`config.mk`:
```
export PLATFORM = sky130hd
export DESIGN_NAME = ps2_teclado_rx_flat
export DESIGN_NICKNAME = d
export VERILOG_FILES = /design/src/rtl/ps2_teclado_pkg.sv /design/src/rtl/ps2_teclado_rx_if.sv /design/src/rtl/ps2_filtro_flanco.sv /design/src/rtl/ps2_teclado_rx.sv /design/src/flat_wrapper.sv
export SDC_FILE = /design/constraint.sdc
export NUM_CORES = 1
export LEC_CHECK = 0
export ABC_AREA = 1
export BUFFER_PORTS_ARGS = -buffer_cell sky130_fd_sc_hd__clkbuf_2
export CAP_MARGIN = 15
export CORE_MARGIN = 3
export CORE_UTILIZATION = 35
export DETAILED_ROUTE_END_ITERATION = 10
export GPL_TIMING_DRIVEN = 0
export SYNTH_ARGS = -nofsm -noshare
export SYNTH_HDL_FRONTEND = slang
export SYNTH_SLANG_ARGS = --single-unit
```
`constraint.sdc`:
```
create_clock -name clk_i -period 2.62 [get_ports clk_i]
set_input_delay 0.131 -clock clk_i [delete_from_list [all_inputs] [get_ports clk_i]]
set_output_delay 0.131 -clock clk_i [all_outputs]
set_load 0.01 [all_outputs]
```
`src/rtl/ps2_teclado_pkg.sv`:
```
// ps2_teclado_pkg
// Shared constants for the PS/2 keyboard receiver:
//   - scan-code set 2 values of the keys the command FSM cares about
//   - 8-bit command codes driven onto datotec
//   - frame FSM state encodings and the scan-code -> command map
package ps2_teclado_pkg;

  // Scan codes (set 2)
  localparam logic [7:0] SC_I     = 8'h43;
  localparam logic [7:0] SC_B     = 8'h32;
  localparam logic [7:0] SC_A     = 8'h1C;
  localparam logic [7:0] SC_C     = 8'h21;
  localparam logic [7:0] SC_D     = 8'h23;
  localparam logic [7:0] SC_ENTER = 8'h5A;
  localparam logic [7:0] SC_BREAK = 8'hF0;
  localparam logic [7:0] SC_EXT   = 8'hE0;

  // Command codes understood by the downstream FSM
  localparam logic [7:0] CMD_INICIO    = 8'b1000_0000;
  localparam logic [7:0] CMD_IGN       = 8'b1100_0001;
  localparam logic [7:0] CMD_PRES      = 8'b1000_1000;
  localparam logic [7:0] CMD_TEMP_ALTA = 8'b1100_0110;
  localparam logic [7:0] CMD_TEMP_BAJA = 8'b1010_0001;
  localparam logic [7:0] CMD_ENTER     = 8'b1111_1110;
  localparam logic [7:0] CMD_IDLE      = 8'h00;

  // Frame FSM state encodings
  typedef logic [1:0] estado_t;
  localparam estado_t ST_IDLE   = 2'd0;
  localparam estado_t ST_DATA   = 2'd1;
  localparam estado_t ST_PARITY = 2'd2;
  localparam estado_t ST_STOP   = 2'd3;

  // Make code -> command; CMD_IDLE means "not a command key".
  function automatic logic [7:0] map_scan(input logic [7:0] sc);
    logic [7:0] cmd;
    case (sc)
      SC_I:     cmd = CMD_INICIO;
      SC_B:     cmd = CMD_IGN;
      SC_A:     cmd = CMD_PRES;
      SC_C:     cmd = CMD_TEMP_ALTA;
      SC_D:     cmd = CMD_TEMP_BAJA;
      SC_ENTER: cmd = CMD_ENTER;
      default:  cmd = CMD_IDLE;
    endcase
    return cmd;
  endfunction

endpackage

```
`src/rtl/ps2_teclado_rx_if.sv`:
```
// ps2_teclado_rx_if
// Bundle between the PS/2 connector side, the receiver and the command FSM.
//   ps2c_i / ps2d_i : raw PS/2 clock and data (asynchronous to clk_i)
//   datotec_o       : command code, CMD_IDLE (8'h00) when nothing to report
//   valid_o         : one-cycle strobe, high exactly when datotec_o != 8'h00
//   err_o           : one-cycle strobe on start/parity/stop/timeout error
//   dbg_state, dbg_brk, dbg_ext : frame FSM state and decode flags
//
// Handshake: valid_o is a pure strobe with no ready/backpressure. The
// consumer must take datotec_o in the single cycle valid_o is high; the
// PS/2 keyboard cannot be stalled, so there is nothing to hold it against.
interface ps2_teclado_rx_if;
  import ps2_teclado_pkg::*;

  logic       ps2c_i;
  logic       ps2d_i;
  logic [7:0] datotec_o;
  logic       valid_o;
  logic       err_o;
  estado_t    dbg_state;
  logic       dbg_brk;
  logic       dbg_ext;

  // master: keyboard/connector side plus the command consumer
  modport master (
    output ps2c_i, ps2d_i,
    input  datotec_o, valid_o, err_o, dbg_state, dbg_brk, dbg_ext
  );

  // slave: the receiver itself
  modport slave (
    input  ps2c_i, ps2d_i,
    output datotec_o, valid_o, err_o, dbg_state, dbg_brk, dbg_ext
  );
endinterface

```
`src/rtl/ps2_filtro_flanco.sv`:
```
// ps2_filtro_flanco
// Conditions one raw PS/2 line: 2-FF synchronizer, then a stable-sample
// filter that only changes the output level after FILTER_LEN consecutive
// synchronized samples disagree with it, then a falling-edge detector.
//   clk_i, rst_i : system clock, async active-high reset
//   raw          : asynchronous input line
//   level        : filtered level (1 in reset, the PS/2 idle level)
//   fall         : high for the one cycle in which level has just gone 1->0
module ps2_filtro_flanco #(
  parameter int unsigned FILTER_LEN = 8
) (
  input  logic clk_i,
  input  logic rst_i,
  input  logic raw,
  output logic level,
  output logic fall
);

  localparam int unsigned CW = (FILTER_LEN > 1) ? $clog2(FILTER_LEN) : 1;

  logic          sync1;
  logic          sync2;
  logic          lvl_q;
  logic          lvl_d1;
  logic [CW-1:0] cnt;

  always_ff @(posedge clk_i or posedge rst_i) begin
    if (rst_i) begin
      sync1  <= 1'b1;
      sync2  <= 1'b1;
      lvl_q  <= 1'b1;
      lvl_d1 <= 1'b1;
      cnt    <= '0;
    end else begin
      sync1  <= raw;
      sync2  <= sync1;
      lvl_d1 <= lvl_q;
      // cnt holds how many disagreeing samples have been seen in a row;
      // the FILTER_LEN-th one flips the level.
      if (sync2 == lvl_q) begin
        cnt <= '0;
      end else if (cnt == CW'(FILTER_LEN - 1)) begin
        lvl_q <= sync2;
        cnt   <= '0;
      end else begin
        cnt <= cnt + 1'b1;
      end
    end
  end

  assign level = lvl_q;
  assign fall  = lvl_d1 & ~lvl_q;

endmodule

```
`src/rtl/ps2_teclado_rx.sv`:
```
// ps2_teclado_rx
// PS/2 keyboard receiver feeding the keyboard-command FSM. Frames are
// checked for start/parity/stop, break (F0) and extended (E0) prefixes are
// filtered out, and the six accepted make codes become one-cycle command
// codes on datotec_o.
//   clk_i : system clock
//   rst_i : asynchronous active-high reset; discards any partial frame
//   bus   : ps2_teclado_rx_if.slave (raw PS/2 lines in; datotec_o,
//           valid_o, err_o and FSM debug state out)
// Parameters:
//   FILTER_LEN  : stable samples needed before a filtered line changes
//   TIMEOUT_CYC : max clk_i cycles between ps2c falls inside a frame
module ps2_teclado_rx
  import ps2_teclado_pkg::*;
#(
  parameter int unsigned FILTER_LEN  = 8,
  parameter int unsigned TIMEOUT_CYC = 100000
) (
  input logic              clk_i,
  input logic              rst_i,
  ps2_teclado_rx_if.slave  bus
);

  localparam int unsigned TW = $clog2(TIMEOUT_CYC + 1);

  logic          c_fall;
  logic          d_level;
  logic          unused_c_level;
  logic          unused_d_fall;

  estado_t       state;
  logic [2:0]    bit_cnt;
  logic [7:0]    shreg;
  logic          par_q;
  logic [TW-1:0] to_cnt;
  logic          brk;
  logic          ext;
  logic [7:0]    datotec_q;
  logic          valid_q;
  logic          err_q;

  logic          frame_good;
  logic          byte_rdy;
  logic          to_hit;
  logic [7:0]    cmd;

  ps2_filtro_flanco #(.FILTER_LEN(FILTER_LEN)) u_filtro_c (
    .clk_i (clk_i),
    .rst_i (rst_i),
    .raw   (bus.ps2c_i),
    .level (unused_c_level),
    .fall  (c_fall)
  );

  ps2_filtro_flanco #(.FILTER_LEN(FILTER_LEN)) u_filtro_d (
    .clk_i (clk_i),
    .rst_i (rst_i),
    .raw   (bus.ps2d_i),
    .level (d_level),
    .fall  (unused_d_fall)
  );

  // byte_rdy is combinational so the registered command lands in the
  // cycle right after the stop-bit fall. The timeout only fires in a cycle
  // without a fall, which keeps it exclusive with byte_rdy.
  always_comb begin
    frame_good = d_level & (^{shreg, par_q});
    byte_rdy   = (state == ST_STOP) & c_fall & frame_good;
    to_hit     = (state != ST_IDLE) & ~c_fall & (to_cnt == TW'(TIMEOUT_CYC - 1));
    cmd        = map_scan(shreg);
  end

  // Frame FSM
  always_ff @(posedge clk_i or posedge rst_i) begin
    if (rst_i) begin
      state   <= ST_IDLE;
      bit_cnt <= '0;
      shreg   <= '0;
      par_q   <= 1'b0;
      to_cnt  <= '0;
      err_q   <= 1'b0;
    end else begin
      err_q <= 1'b0;

      if ((state == ST_IDLE) || c_fall) to_cnt <= '0;
      else                              to_cnt <= to_cnt + 1'b1;

      case (state)
        ST_IDLE: begin
          if (c_fall) begin
            if (!d_level) begin
              state   <= ST_DATA;
              bit_cnt <= '0;
            end else begin
              err_q <= 1'b1;
            end
          end
        end
        ST_DATA: begin
          if (c_fall) begin
            shreg   <= {d_level, shreg[7:1]};
            bit_cnt <= bit_cnt + 1'b1;
            if (bit_cnt == 3'd7) state <= ST_PARITY;
          end
        end
        ST_PARITY: begin
          if (c_fall) begin
            par_q <= d_level;
            state <= ST_STOP;
          end
        end
        default: begin
          if (c_fall) begin
            state <= ST_IDLE;
            if (!frame_good) err_q <= 1'b1;
          end
        end
      endcase

      if (to_hit) begin
        state <= ST_IDLE;
        err_q <= 1'b1;
      end
    end
  end

  // Decode: prefixes only set flags; a byte following F0 is a release.
  always_ff @(posedge clk_i or posedge rst_i) begin
    if (rst_i) begin
      brk       <= 1'b0;
      ext       <= 1'b0;
      datotec_q <= CMD_IDLE;
      valid_q   <= 1'b0;
    end else begin
      datotec_q <= CMD_IDLE;
      valid_q   <= 1'b0;
      if (byte_rdy) begin
        if (shreg == SC_BREAK) begin
          brk <= 1'b1;
        end else if (shreg == SC_EXT) begin
          ext <= 1'b1;
        end else if (brk) begin
          brk <= 1'b0;
          ext <= 1'b0;
        end else begin
          ext       <= 1'b0;
          datotec_q <= cmd;
          valid_q   <= (cmd != CMD_IDLE);
        end
      end
    end
  end

  assign bus.datotec_o = datotec_q;
  assign bus.valid_o   = valid_q;
  assign bus.err_o     = err_q;
  assign bus.dbg_state = state;
  assign bus.dbg_brk   = brk;
  assign bus.dbg_ext   = ext;

endmodule

```
`src/flat_wrapper.sv`:
```
// flat-port wrapper written by rule: the top's interface ports become plain ports
module ps2_teclado_rx_flat import ps2_teclado_pkg::*;
#(
  parameter int unsigned FILTER_LEN  = 8,
  parameter int unsigned TIMEOUT_CYC = 100000
)
  (clk_i, rst_i, bus_ps2c_i, bus_ps2d_i, bus_datotec_o, bus_valid_o, bus_err_o, bus_dbg_state, bus_dbg_brk, bus_dbg_ext);
  ps2_teclado_rx_if bus_i ();
  input logic clk_i;
  input logic rst_i;
  input wire logic [$bits(bus_i.ps2c_i)-1:0] bus_ps2c_i;
  input wire logic [$bits(bus_i.ps2d_i)-1:0] bus_ps2d_i;
  output wire logic [$bits(bus_i.datotec_o)-1:0] bus_datotec_o;
  output wire logic [$bits(bus_i.valid_o)-1:0] bus_valid_o;
  output wire logic [$bits(bus_i.err_o)-1:0] bus_err_o;
  output wire logic [$bits(bus_i.dbg_state)-1:0] bus_dbg_state;
  output wire logic [$bits(bus_i.dbg_brk)-1:0] bus_dbg_brk;
  output wire logic [$bits(bus_i.dbg_ext)-1:0] bus_dbg_ext;
  assign bus_i.ps2c_i = bus_ps2c_i;
  assign bus_i.ps2d_i = bus_ps2d_i;
  assign bus_datotec_o = bus_i.datotec_o;
  assign bus_valid_o = bus_i.valid_o;
  assign bus_err_o = bus_i.err_o;
  assign bus_dbg_state = bus_i.dbg_state;
  assign bus_dbg_brk = bus_i.dbg_brk;
  assign bus_dbg_ext = bus_i.dbg_ext;
  ps2_teclado_rx #(.FILTER_LEN(FILTER_LEN), .TIMEOUT_CYC(TIMEOUT_CYC)) u_core (.clk_i(clk_i), .rst_i(rst_i), .bus(bus_i));
endmodule
```
### Yosys cells after proc, flatten, opt, wreduce, memory -nomap -nowiden

Index checks and enable logic that the tools add are counted.
Widths: inputs -> output; s select.

| operators by class | value |
|---|---|
| muxes and demuxes | 35 |
| eq/ne operators | 23 |
| add/sub/neg operators | 4 |
| bitwise logic cells | 11 |
| reductions and logical operators | 16 |

Operator list:

| cell | number |
|---|---|
| $pmux 8 s6 | 1 |
| $mux 8 | 4 |
| $eq 8x6->1 const B | 3 |
| $mux 3 | 7 |
| $add 17x1->17 const B | 1 |
| $eq 17x17->1 const B | 1 |
| $mux 17 | 1 |
| $eq 8x7->1 const B | 2 |
| $eq 8x8->1 const B | 2 |
| $mux 2 | 7 |
| $mux 1 | 12 |
| $reduce_and 2->1 | 6 |
| $add 3x1->3 const B | 3 |
| $eq 3x3->1 const B | 3 |
| $reduce_xor 9->1 | 1 |
| $eq 8x5->1 const B | 1 |
| $reduce_bool 8->1 | 1 |
| $and 1x1->1 | 6 |
| $ne 2x1->1 const B | 3 |
| $pmux 2 s3 | 1 |
| $pmux 3 s2 | 1 |
| $reduce_bool 2->1 | 3 |
| $not 1->1 | 5 |
| $eq 2x2->1 const B | 2 |
| 11 further kinds | 12 |

| word-level totals | value |
|---|---|
| input bits | 4 |
| flip-flop bits (word level) | 56 |
| word-level logic and storage cells | 108 |
| output and inout bits | 14 |

### Longest topological paths before layout

Gate-level depths: netlist of the first run.

| depth | value |
|---|---|
| word-level depth | 7 |
| depth in mapped cells | 12 |
| gate-level depth less buffers | 12 |

### Modules after synthesis

A second synthesis of the first run with hierarchy kept.

| second synthesis, totals | value |
|---|---|
| cells, all modules | 323 |
| area total of the unflattened synthesis | 2778.9 um^2 |

Modules (own cells, without submodules):

| module | sequential area each (um^2) | instances | cells an instance | area each (um^2) |
|---|---|---|---|---|
| ps2_teclado_rx | 1051.0 | 1 | 273 | 2240.9 |
| ps2_filtro_flanco | 180.2 | 2 | 25 | 269.0 |

### Least setup slack after synthesis of the first run

No wires, ideal clock.

| timing path | value |
|---|---|
| kind | reg-to-reg |
| start point | reg u_core.state[0], in the netlist u_core.bus.dbg_state[0] |
| end point | reg u_core.to_cnt[11] |
| arrival | 1466 ps |
| period minus slack after synthesis | 1561 ps |
| data required time | 2525 ps |
| path slack | 1059 ps |
| stages on the path, launching flop included | 6 |
| setup time | 95 ps |
| path buffers | 0 |
| path through | dfrtp_1 > inv_1 > ha_1 > nor2_2 > clkinv_1 > a211oi_1 |

| between the ends | value |
|---|---|
| cells in the longest elaborated chain, start to end | 3 |

RTL lines:

| element | RTL line | text |
|---|---|---|
| from (decl) | ps2_teclado_rx.sv:31 | `estado_t state;` |
| from (signal assigned) | ps2_teclado_rx.sv:76 | `state <= ST_IDLE;` |
| from (signal assigned) | ps2_teclado_rx.sv:92 | `state <= ST_DATA;` |
| from (signal assigned) | ps2_teclado_rx.sv:103 | `if (bit_cnt == 3'd7) state <= ST_PARITY;` |
| $logic_not 2->1 | ps2_teclado_rx.sv:85 | `if ((state == ST_IDLE) \|\| c_fall) to_cnt <= '0;` |
| $logic_or 1x1->1 | ps2_teclado_rx.sv:85 |  |
| $mux 17 | ps2_teclado_rx.sv:85 |  |
| to (signal assigned) | ps2_teclado_rx.sv:86 | `else to_cnt <= to_cnt + 1'b1;` |
| to (decl) | ps2_teclado_rx.sv:35 | `logic [TW-1:0] to_cnt;` |

Every way passes these cells.
A chain may end at the register's enable or synchronous reset.

### Worst setup path after layout of the first run

Same ends and word-level chain as after synthesis.

==> summary by stage, run 1 <==
Global routing
Global routing finished with a remaining overflow of 0. Entering global routing, the biggest net connects 33 pins. The via count of the first global-routing pass is 2070.

The first-pass GRT wire length is 9.23 mm. The combined global-route utilization of all metal layers is 12.8%. The initial antenna violation count is 0.

Yosys
Yosys mapped a number of flops with a built-in enable equal to 0. Yosys printed 0 warnings. The mapped netlist covers 2710 um2. The cell count after synthesis came out at 328.

Counting flops and latches in the post-synthesis netlist gives 55. When the netlist entered floorplanning its net count stood at 343. The share of async-settable or async-resettable flops after synthesis is 100%. The post-synthesis sequential area ratio is 51.1%. In this run the mean area of a mapped cell was 8.26 um2. The number of distinct library cell variants in the gate-level netlist after synthesis is 29. For this run, the leading register cell type out of synthesis is sky130_fd_sc_hd__dfrtp_1.

Detailed routing
The detailed router finished its first iteration with 82 violations. The met2 wire length is 2.27 mm. Signal routing reaches up to met4. The average detailed-routed wire length per instance is 11.1 um. The remaining routing DRC violations is 0. The number of antenna-violating nets in the routed design is 0. The first detailed-routing pass ran for 4 iterations. For this block, wires on met1 add up to 2.55 mm. After detailed routing, the number of vias per cell comes to 4.55. The total wirelength of the detailed-routed design is 5.05 mm. The met3 wire length is 170 um. The number of vias after detailed routing is 2075.

STA
The maximum clock frequency is 0.526 GHz. The setup TNS is 0 ps. Clock skew on the completed layout was measured at 3.83 ps.

The total count of hold-check failures in the final report was 0. Setup violations remaining at the end of the flow were counted as 0. Headroom to the max-slew limit came out at 63.6%.

Across all hold checks on the routed design, the worst slack comes to 360 ps. The number of slew-limit violations in the final report is 0. The worst-margin pin slew is 544 ps. Setup repair after global routing left no endpoint under its margin. The fraction of the cycle the final worst path needs is 72.6%.

Counting I/O delays and the setup requirement, the final critical path takes 1900 ps.

Worst setup path
The data arrival time of the critical path is 2120 ps. In this design, the largest share of critical-path delay is due to buffers and inverters. The reg-to-reg startpoint is u_core.bus.dbg_state[0].

The critical path goes through inv_1 > ha_1 > nor2_2 > clkinv_1 > a211oi_1. The startpoint class of the critical path is a flip-flop. The critical path's largest stage delay is 410 ps.

The depth of the worst register-to-register path is 5. The maximum fanout encountered on the critical timing path is 10. The largest individual stage delay along the critical path comes from the cell sky130_fd_sc_hd__dfrtp_1. The reg-to-reg endpoint is u_core.to_cnt[11]. Counting both buffers and inverters, the worst setup path holds a total of 2. By startpoint and endpoint, the worst setup path is classified as reg -> reg.

The worst setup path is captured at a flip-flop. The data required time of the worst path is 2840 ps. The reg-to-reg setup timing slack is 720 ps.

Hold path
The worst hold path begins at u_core.u_filtro_c.sync1. The min-delay analysis places its worst path in the category reg -> reg. The worst hold path was traced through 0 stages. The path with the worst hold slack has its endpoint at u_core.u_filtro_c.sync2.

Layout
The antenna diode count is 0. The proportion of layout cells with a drive suffix above 1 is 14.0%. From synthesis to final layout, the design area changed by 12.7%. After routing the design area is 3050 um2. The utilization after layout is 41.4%.

The number of fillers in the final layout is 777. After the last flow step, the layout net total stands at 371.

Die
Row generation in the floorplan step produced 31 rows. The die width is 94.0 um. 18 I/O pins were placed. The floorplan die height is 94.0 um. The floorplan core area is 7370 um2. The effective utilization at floorplan is 36.8%. The die outline area is 8840 um2.

CTS
The tree is rooted in a sky130_fd_sc_hd__clkbuf_8. The maximum level of the CTS H-tree is 2. Clock-pin slew was measured on the worst setup and hold paths at 100 ps. At the later pin of the worst-skew pair, clock insertion delay measures 310 ps. The maximum buffer depth of the clock tree is 2.

CTS saw 55 sinks. The hold buffer count at CTS is 3. Buffers inserted during clock tree synthesis total 5. TritonCTS built the clock tree. After clock tree synthesis, the repair step resized 0 gates. The buffers inserted during post-CTS setup optimization is 0.

Pwr
In this run the static leakage power is 1.50 nW. Across the VDD grid, the largest voltage drop is 0.359 mV. For this design the ratio of total power to cell area is 679 nW/um2.

Placement
The routability congestion estimate is 0.882. Buffers placed on the I/O ports in this run total 17. The area of placed instances is 2940 um2. The sum of net half-perimeters after detailed placement is 3.75 mm.

Outcome
The flow ran to the end, and the final reports show no timing, DRC or antenna violations.

Run
The max-capacitance violation count is 0.
[area by class of cell]
cell class                 instances  area [um2]  share of cell area (%)
buffer                             2        11.3                   0.369
clock inverter                     2        12.5                   0.410
sequential                        55        1390                    45.4
multi-input combinational        220        1120                    36.7
clock buffer                       6        72.6                    2.38
tap                               99         124                    4.06
timing repair buffer              21         135                    4.42
inverter                          51         191                    6.27
[how the worst max path moves through the flow]
stage / startpoint / to / slack (ps) / cells after the start
final: u_core.bus.dbg_state[0] / u_core.to_cnt[11] / 720 / 5
after global routing: u_core.u_filtro_c.level / u_core.to_cnt[3] / 510 / 7
after CTS: u_core.bus.dbg_state[0] / u_core.to_cnt[11] / 680 / 5
after detailed placement: u_core.bus.dbg_state[0] / u_core.to_cnt[11] / 680 / 5
after global placement: rst_i / u_core.bus.valid_o / 460 / 2
after floorplan: u_core.bus.dbg_state[0] / u_core.to_cnt[11] / 1060 / 5
[state kept, by name (all words and copies together), names as in the netlist]
name and count:
u_core.u_filtro_d.sync1 1, u_core.u_filtro_c.sync1 1, u_core.u_filtro_c.level 1, u_core.u_filtro_c.lvl_d1 1, u_core.u_filtro_d.level 1, u_core.u_filtro_d.sync2 1, u_core.bus.valid_o 1, u_core.bit_cnt 3
u_core.bus.dbg_state 2, u_core.u_filtro_d.cnt 3, u_core.par_q 1, u_core.bus.err_o 1, u_core.to_cnt 17, u_core.bus.datotec_o 7, u_core.bus.dbg_ext 1, u_core.bus.dbg_brk 1
u_core.shreg 8, u_core.u_filtro_c.sync2 1, u_core.u_filtro_c.cnt 3
[cell usage after synthesis (2+ instances only)]
master | instances | share of area (%)
sky130_fd_sc_hd__o21ai_0 | 19 | 3.5
sky130_fd_sc_hd__ha_1 | 11 | 5.1
sky130_fd_sc_hd__nand2_1 | 75 | 10
sky130_fd_sc_hd__nor2_1 | 50 | 6.9
sky130_fd_sc_hd__dfstp_2 | 7 | 6.8
sky130_fd_sc_hd__a21oi_1 | 12 | 2.2
sky130_fd_sc_hd__xnor2_1 | 2 | 0.65
sky130_fd_sc_hd__nor4_1 | 2 | 0.46
sky130_fd_sc_hd__nor3_1 | 10 | 1.8
sky130_fd_sc_hd__nand4_1 | 7 | 1.6
sky130_fd_sc_hd__o21a_1 | 2 | 0.55
sky130_fd_sc_hd__dfrtp_1 | 48 | 44
sky130_fd_sc_hd__nand3_1 | 12 | 2.2
sky130_fd_sc_hd__nor2_2 | 3 | 0.69
sky130_fd_sc_hd__inv_1 | 49 | 6.8
sky130_fd_sc_hd__nand2_2 | 6 | 1.4
[cells by family (layout without fill, tap and decap cells)]
family,Yosys count,in the layout,synth area share (%)
adders and majority gates,11,11,5.08
xor gates and xnor gates,3,3,0.970
and+or+nand+nor,172,172,28.8
AOI/OAI and AO/OA,34,34,6.56
buffers and inverters,53,82,7.48
DFF,55,55,51.1
[routing by layer]
metal | vias up | track usage [%]
li1 | 1085 | -
met1 | 953 | 17.2
met2 | 31 | 20.6
met3 | 6 | 2.64
met4 | 0 | 4.09
met5 | - | 0
[placed cells by master, fill, tap and decap left out, types with 2 or more instances in the layout]
| cell type | Yosys | layout |
|---|---|---|
| sky130_fd_sc_hd__clkbuf_8 | 0 | 5 |
| sky130_fd_sc_hd__dfrtp_1 | 48 | 48 |
| sky130_fd_sc_hd__nor4_1 | 2 | 2 |
| sky130_fd_sc_hd__nand2_1 | 75 | 75 |
| sky130_fd_sc_hd__ha_1 | 11 | 11 |
| sky130_fd_sc_hd__nand3_1 | 12 | 12 |
| sky130_fd_sc_hd__dlygate4sd3_1 | 0 | 3 |
| sky130_fd_sc_hd__nand2_2 | 6 | 6 |
| sky130_fd_sc_hd__clkbuf_2 | 0 | 17 |
| sky130_fd_sc_hd__nor2_2 | 3 | 3 |
| sky130_fd_sc_hd__o21a_1 | 2 | 2 |
| sky130_fd_sc_hd__inv_2 | 1 | 2 |
| sky130_fd_sc_hd__nand4_1 | 7 | 7 |
| sky130_fd_sc_hd__dfstp_2 | 7 | 7 |
| sky130_fd_sc_hd__a21oi_1 | 12 | 12 |
| sky130_fd_sc_hd__nor3_1 | 10 | 10 |
| sky130_fd_sc_hd__clkbuf_1 | 1 | 2 |
| sky130_fd_sc_hd__o21ai_0 | 19 | 19 |
| sky130_fd_sc_hd__nor2_1 | 50 | 50 |
| sky130_fd_sc_hd__inv_1 | 49 | 48 |
| sky130_fd_sc_hd__xnor2_1 | 2 | 2 |
[power by group]
part,total [mW],internal (mW),switching (mW)
registers,1.05,0.975,0.0786
clock network,0.468,0.188,0.280
logic,0.553,0.189,0.364
[metrics by stage]
stage                     total power, mW  cells  setup slack (ps)
after floorplan                      1.47    328              1060
after global placement               1.60    444               457
after detailed placement             1.63    445               677
after CTS                            2.11    456               681
after global routing                 2.25    456               512
final                                2.07    456               718
Power figures use the tool's default switching activity.
==> run 2: changes to the inputs <==
ABC_AREA = 0   (was 1)
clock period = 1.8 ns   (was 2.62 ns; I/O delays follow)
==> summary by stage, run 2 <==
STA
For the finished layout, the period the worst path requires is 1910 ps. Static timing analysis puts the maximum clock frequency at 0.523 GHz. The worst hold slack across all endpoints is 245 ps.

The worst-margin pin slew is 553 ps. The fraction of the cycle the final worst path needs is 106%. The total count of hold-check failures in the final report is 0. Setup repair after global routing could not meet its margin everywhere. The number of slew-limit violations in the final report was 0. Setup violations remaining at the end of the flow were counted as 11.

Once routing completed, OpenROAD measured the worst setup slack at -112 ps. In this run the tightest slew margin relative to its limit is 62.8%. The maximum clock skew at final layout is 7.76 ps.

Yosys
In the synthesized netlist, the cells that appear most often are 48 x sky130_fd_sc_hd__dfrtp_1, 22 x sky130_fd_sc_hd__nor2_1, 16 x sky130_fd_sc_hd__nand2_1, 12 x sky130_fd_sc_hd__xor2_1. The area share of xor/xnor cells in the synthesized design is 8.63%. Of the synthesized area, sequential elements account for 50.5%.

The number of synthesized flops with an enable pin is 0. The cell taking the most area after synthesis is sky130_fd_sc_hd__dfrtp_1. The adder and majority cell fraction of the synthesized area is 5.02%. By instance count, the leading cell after synthesis is sky130_fd_sc_hd__dfrtp_1.

The predominant post-synthesis flop cell is sky130_fd_sc_hd__dfrtp_1. The number of instances in the synthesized netlist is 256. The share of async-settable or async-resettable flops after synthesis is 100%. The portion of synthesized area spent on multiplexers is 4.02%.

Yosys mapped the design onto 43 distinct sky130hd cell types. The synthesized area is 2740 um2. Yosys attributes the largest share of cell area to sky130_fd_sc_hd__dfrtp_1 44%, sky130_fd_sc_hd__dfstp_2 6.7%, sky130_fd_sc_hd__ha_1 5.0%. A synthesized cell averages 10.7 um2. The number of nets in the synthesized netlist is 271. The yosys synthesis warning count is 0. The dominant combinational cell family by area after synthesis is simple AND/OR/NAND/NOR gates. The post-synthesis share of cell area spent on and, or, nand and nor gates is 21.3%. The share of the synthesized area in compound gates (AO/OA/AOI/OAI) is 7.03%. Of the post-synthesis cell area, the dominant cell type holds 43.8%. After synthesis the netlist holds a flip-flop and latch count of 55.

Pwr
The worst-case IR drop observed on VDD is 0.434 mV. The power density relative to cell area is 987 nW/um2. In this run the static leakage power is 1.41 nW.

Worst setup path
Counting both buffers and inverters, the worst setup path holds a total of 0. The family of cells with the greatest summed delay on the critical path is XOR/XNOR gates. The critical path's largest stage delay is 500 ps. In this run the worst setup path terminates at u_core.bus.dbg_ext. For the worst setup path, the data arrival time is 2150 ps. The number of gates on the worst path with buffers counted is 4. The critical path starts at u_core.shreg[5]. Traced cell by cell, the critical path runs through xnor2_2 > xnor3_2 > or4_1 > a32oi_1. The reg-to-reg endpoint is u_core.bus.dbg_ext. The maximum fanout encountered on the critical timing path is 6. STA classifies the critical path startpoint as a flip-flop. The cell with the largest stage delay on the worst path is sky130_fd_sc_hd__xnor3_2. The reg-to-reg startpoint is u_core.shreg[5].

The worst register-to-register path has a depth of 4. Setup slack on the worst reg-to-reg path comes out at -110 ps. The worst setup path is captured at a flip-flop.

The data required time of the worst path is 2030 ps. The critical path in this run is classified as reg -> reg.

Global routing
The via count of the first global-routing pass is 1803. The largest net degree at the start of global routing is 43. The initial antenna violation count is 0.

The first-pass GRT wire length is 8.70 mm. The combined global-route utilization of all metal layers is 12.1%. After global routing the overflow that remains totals 0.

Die
The die width is 94.5 um. The die is 94.5 um tall. The floorplan step defined a core boundary enclosing 7410 um2. For this configuration, the core starts out at a cell density of 37.0%. The number of ports placed on the die boundary is 18. The die covers 8930 um2.

The initialized floorplan defines 31 standard-cell rows.

Detailed routing
The number of vias after detailed routing is 1929. The number of antenna-violating nets in the routed design is 0. The per-cell via count in the routed design is 5.00. The DRC marker count from the first detailed-route iteration is 55.

The total wirelength of the detailed-routed design is 5.01 mm. The length of the first detailed-routing pass in iterations is 4. In the routed design, unresolved DRC markers number 0. The average detailed-routed wire length per instance is 13.0 um.

Placement
The worst slack at placement is -342 ps. The count of buffers added on input and output ports is 17. The sum of net half-perimeters after detailed placement is 3.45 mm. The area of placed instances is 2980 um2.

The routability congestion estimate is 0.781.

CTS
In this run the clock root is driven by a sky130_fd_sc_hd__clkbuf_8. The insertion delay of the later-clocked pin in the worst-skew pair is 310 ps. The number of buffers inserted during clock tree synthesis is 5. The H-tree generated during clock tree synthesis spans 2 levels. The clock tree from TritonCTS is yes. For this design, the sink count on the clock tree is 55. The clock transition time at the flip-flop clock pins of the worst setup and hold paths is 110 ps.

The clock passes through at most 2 buffers.

Layout
The area added between synthesis and finish is 17.2%. The storage element area is 1390 um2. The register with the most flip-flops in the layout has 17 of them. The top cell types in the final layout, fill and taps aside, are 41 x sky130_fd_sc_hd__dfrtp_1, 22 x sky130_fd_sc_hd__nor2_1, 19 x sky130_fd_sc_hd__clkbuf_2.

The most common cell after layout, fill and taps aside is sky130_fd_sc_hd__dfrtp_1. After filler insertion, the fill cell instance count of the layout stands at 695. Cells with a size suffix above 1 make up 25.1% of the layout. The post-route cell area is 3210 um2. The total area of multi-input combinational cells is 1320 um2. The repair_antennas step left the layout with diodes totalling 0.

The final layout contains 301 nets. The largest register by flop count is u_core.to_cnt.

Outcome
The checks that failed: setup timing. The run finished, with violations left.

Run
The tool flagged a number of max-cap violations equal to 0.

Hold path
The worst hold-check path type is in -> async.
## run 2: logic make-up (layout without fill, tap and decap cells)
| kind of cell | count (synthesis) | after routing |
|---|---|---|
| flops | 55 | 55 |
| buf+inv | 22 | 53 |
| compound gates | 29 | 29 |
| fa+ha+maj | 11 | 11 |
| xor+xnor | 22 | 22 |
| simple gates | 107 | 107 |
| mux | 10 | 10 |
## run 2: tightest hold or removal path, cell delays in order
cell	delay, ps
sky130_fd_sc_hd__dlygate4sd3_1	530
sky130_fd_sc_hd__clkbuf_2	110
sky130_fd_sc_hd__inv_2	230
## run 2: per-layer routing
| metal | vias up | wire length, um | track usage, % |
|---|---|---|---|
| met4 | 0 | 31 | 3.49 |
| met1 | 938 | 2470 | 17.1 |
| li1 | 960 | - | - |
| met2 | 29 | 2350 | 18.7 |
| met3 | 2 | 164 | 2.87 |
| met5 | - | 0 | 0 |
## run 2: report_power, final
group          total, mW  internal [mW]  leakage [nW]  switching [mW]
Sequential          1.57           1.42         0.720           0.142
Clock              0.720          0.287        0.0463           0.433
Combinational      0.884          0.376         0.642           0.508
## run 2: how the worst min path moves through the flow
stage / slack (ps) / start / endpoint
after floorplan: 90 / bus_ps2c_i / u_core.u_filtro_c.sync1
after global placement: 180 / bus_ps2d_i / u_core.u_filtro_d.sync1
after detailed placement: 50 / rst_i / u_core.bus.dbg_ext
after CTS: 260 / rst_i / u_core.bus.dbg_ext
after global routing: 260 / rst_i / u_core.bus.dbg_ext
final: 250 / rst_i / u_core.bus.dbg_ext
## run 2: repair_timing
action	in CTS	in global routing
resized for setup	11	8
buffers inserted	5	4
hold buffers	3	0
gates cloned	0	0
pin swaps	6	7
setup endpoints to repair	27	12
endpoints found under the hold margin	15	0
## run 2: layout make-up
type	instances	share of cell area [%]
buffer	5	1.01
inverter	10	1.17
timing repair buffer	30	6.43
clock buffer	5	2.14
clock inverter	3	0.857
sequential	55	43.4
multi-input combinational	179	41.1
tap	99	3.86
## run 2: through the flow
stage / setup TNS (ps) / utilization, % / instances / power (mW)
global placement: -19040 / 40.0 / 372 / 2.39
floorplan: -26.6 / - / 256 / 2.18
global route: -1360 / 43.4 / 386 / 3.40
finish: -434 / 43.4 / 386 / 3.17
detailed placement: -5380 / 40.2 / 373 / 2.42
CTS: -239 / 42.6 / 383 / 3.18
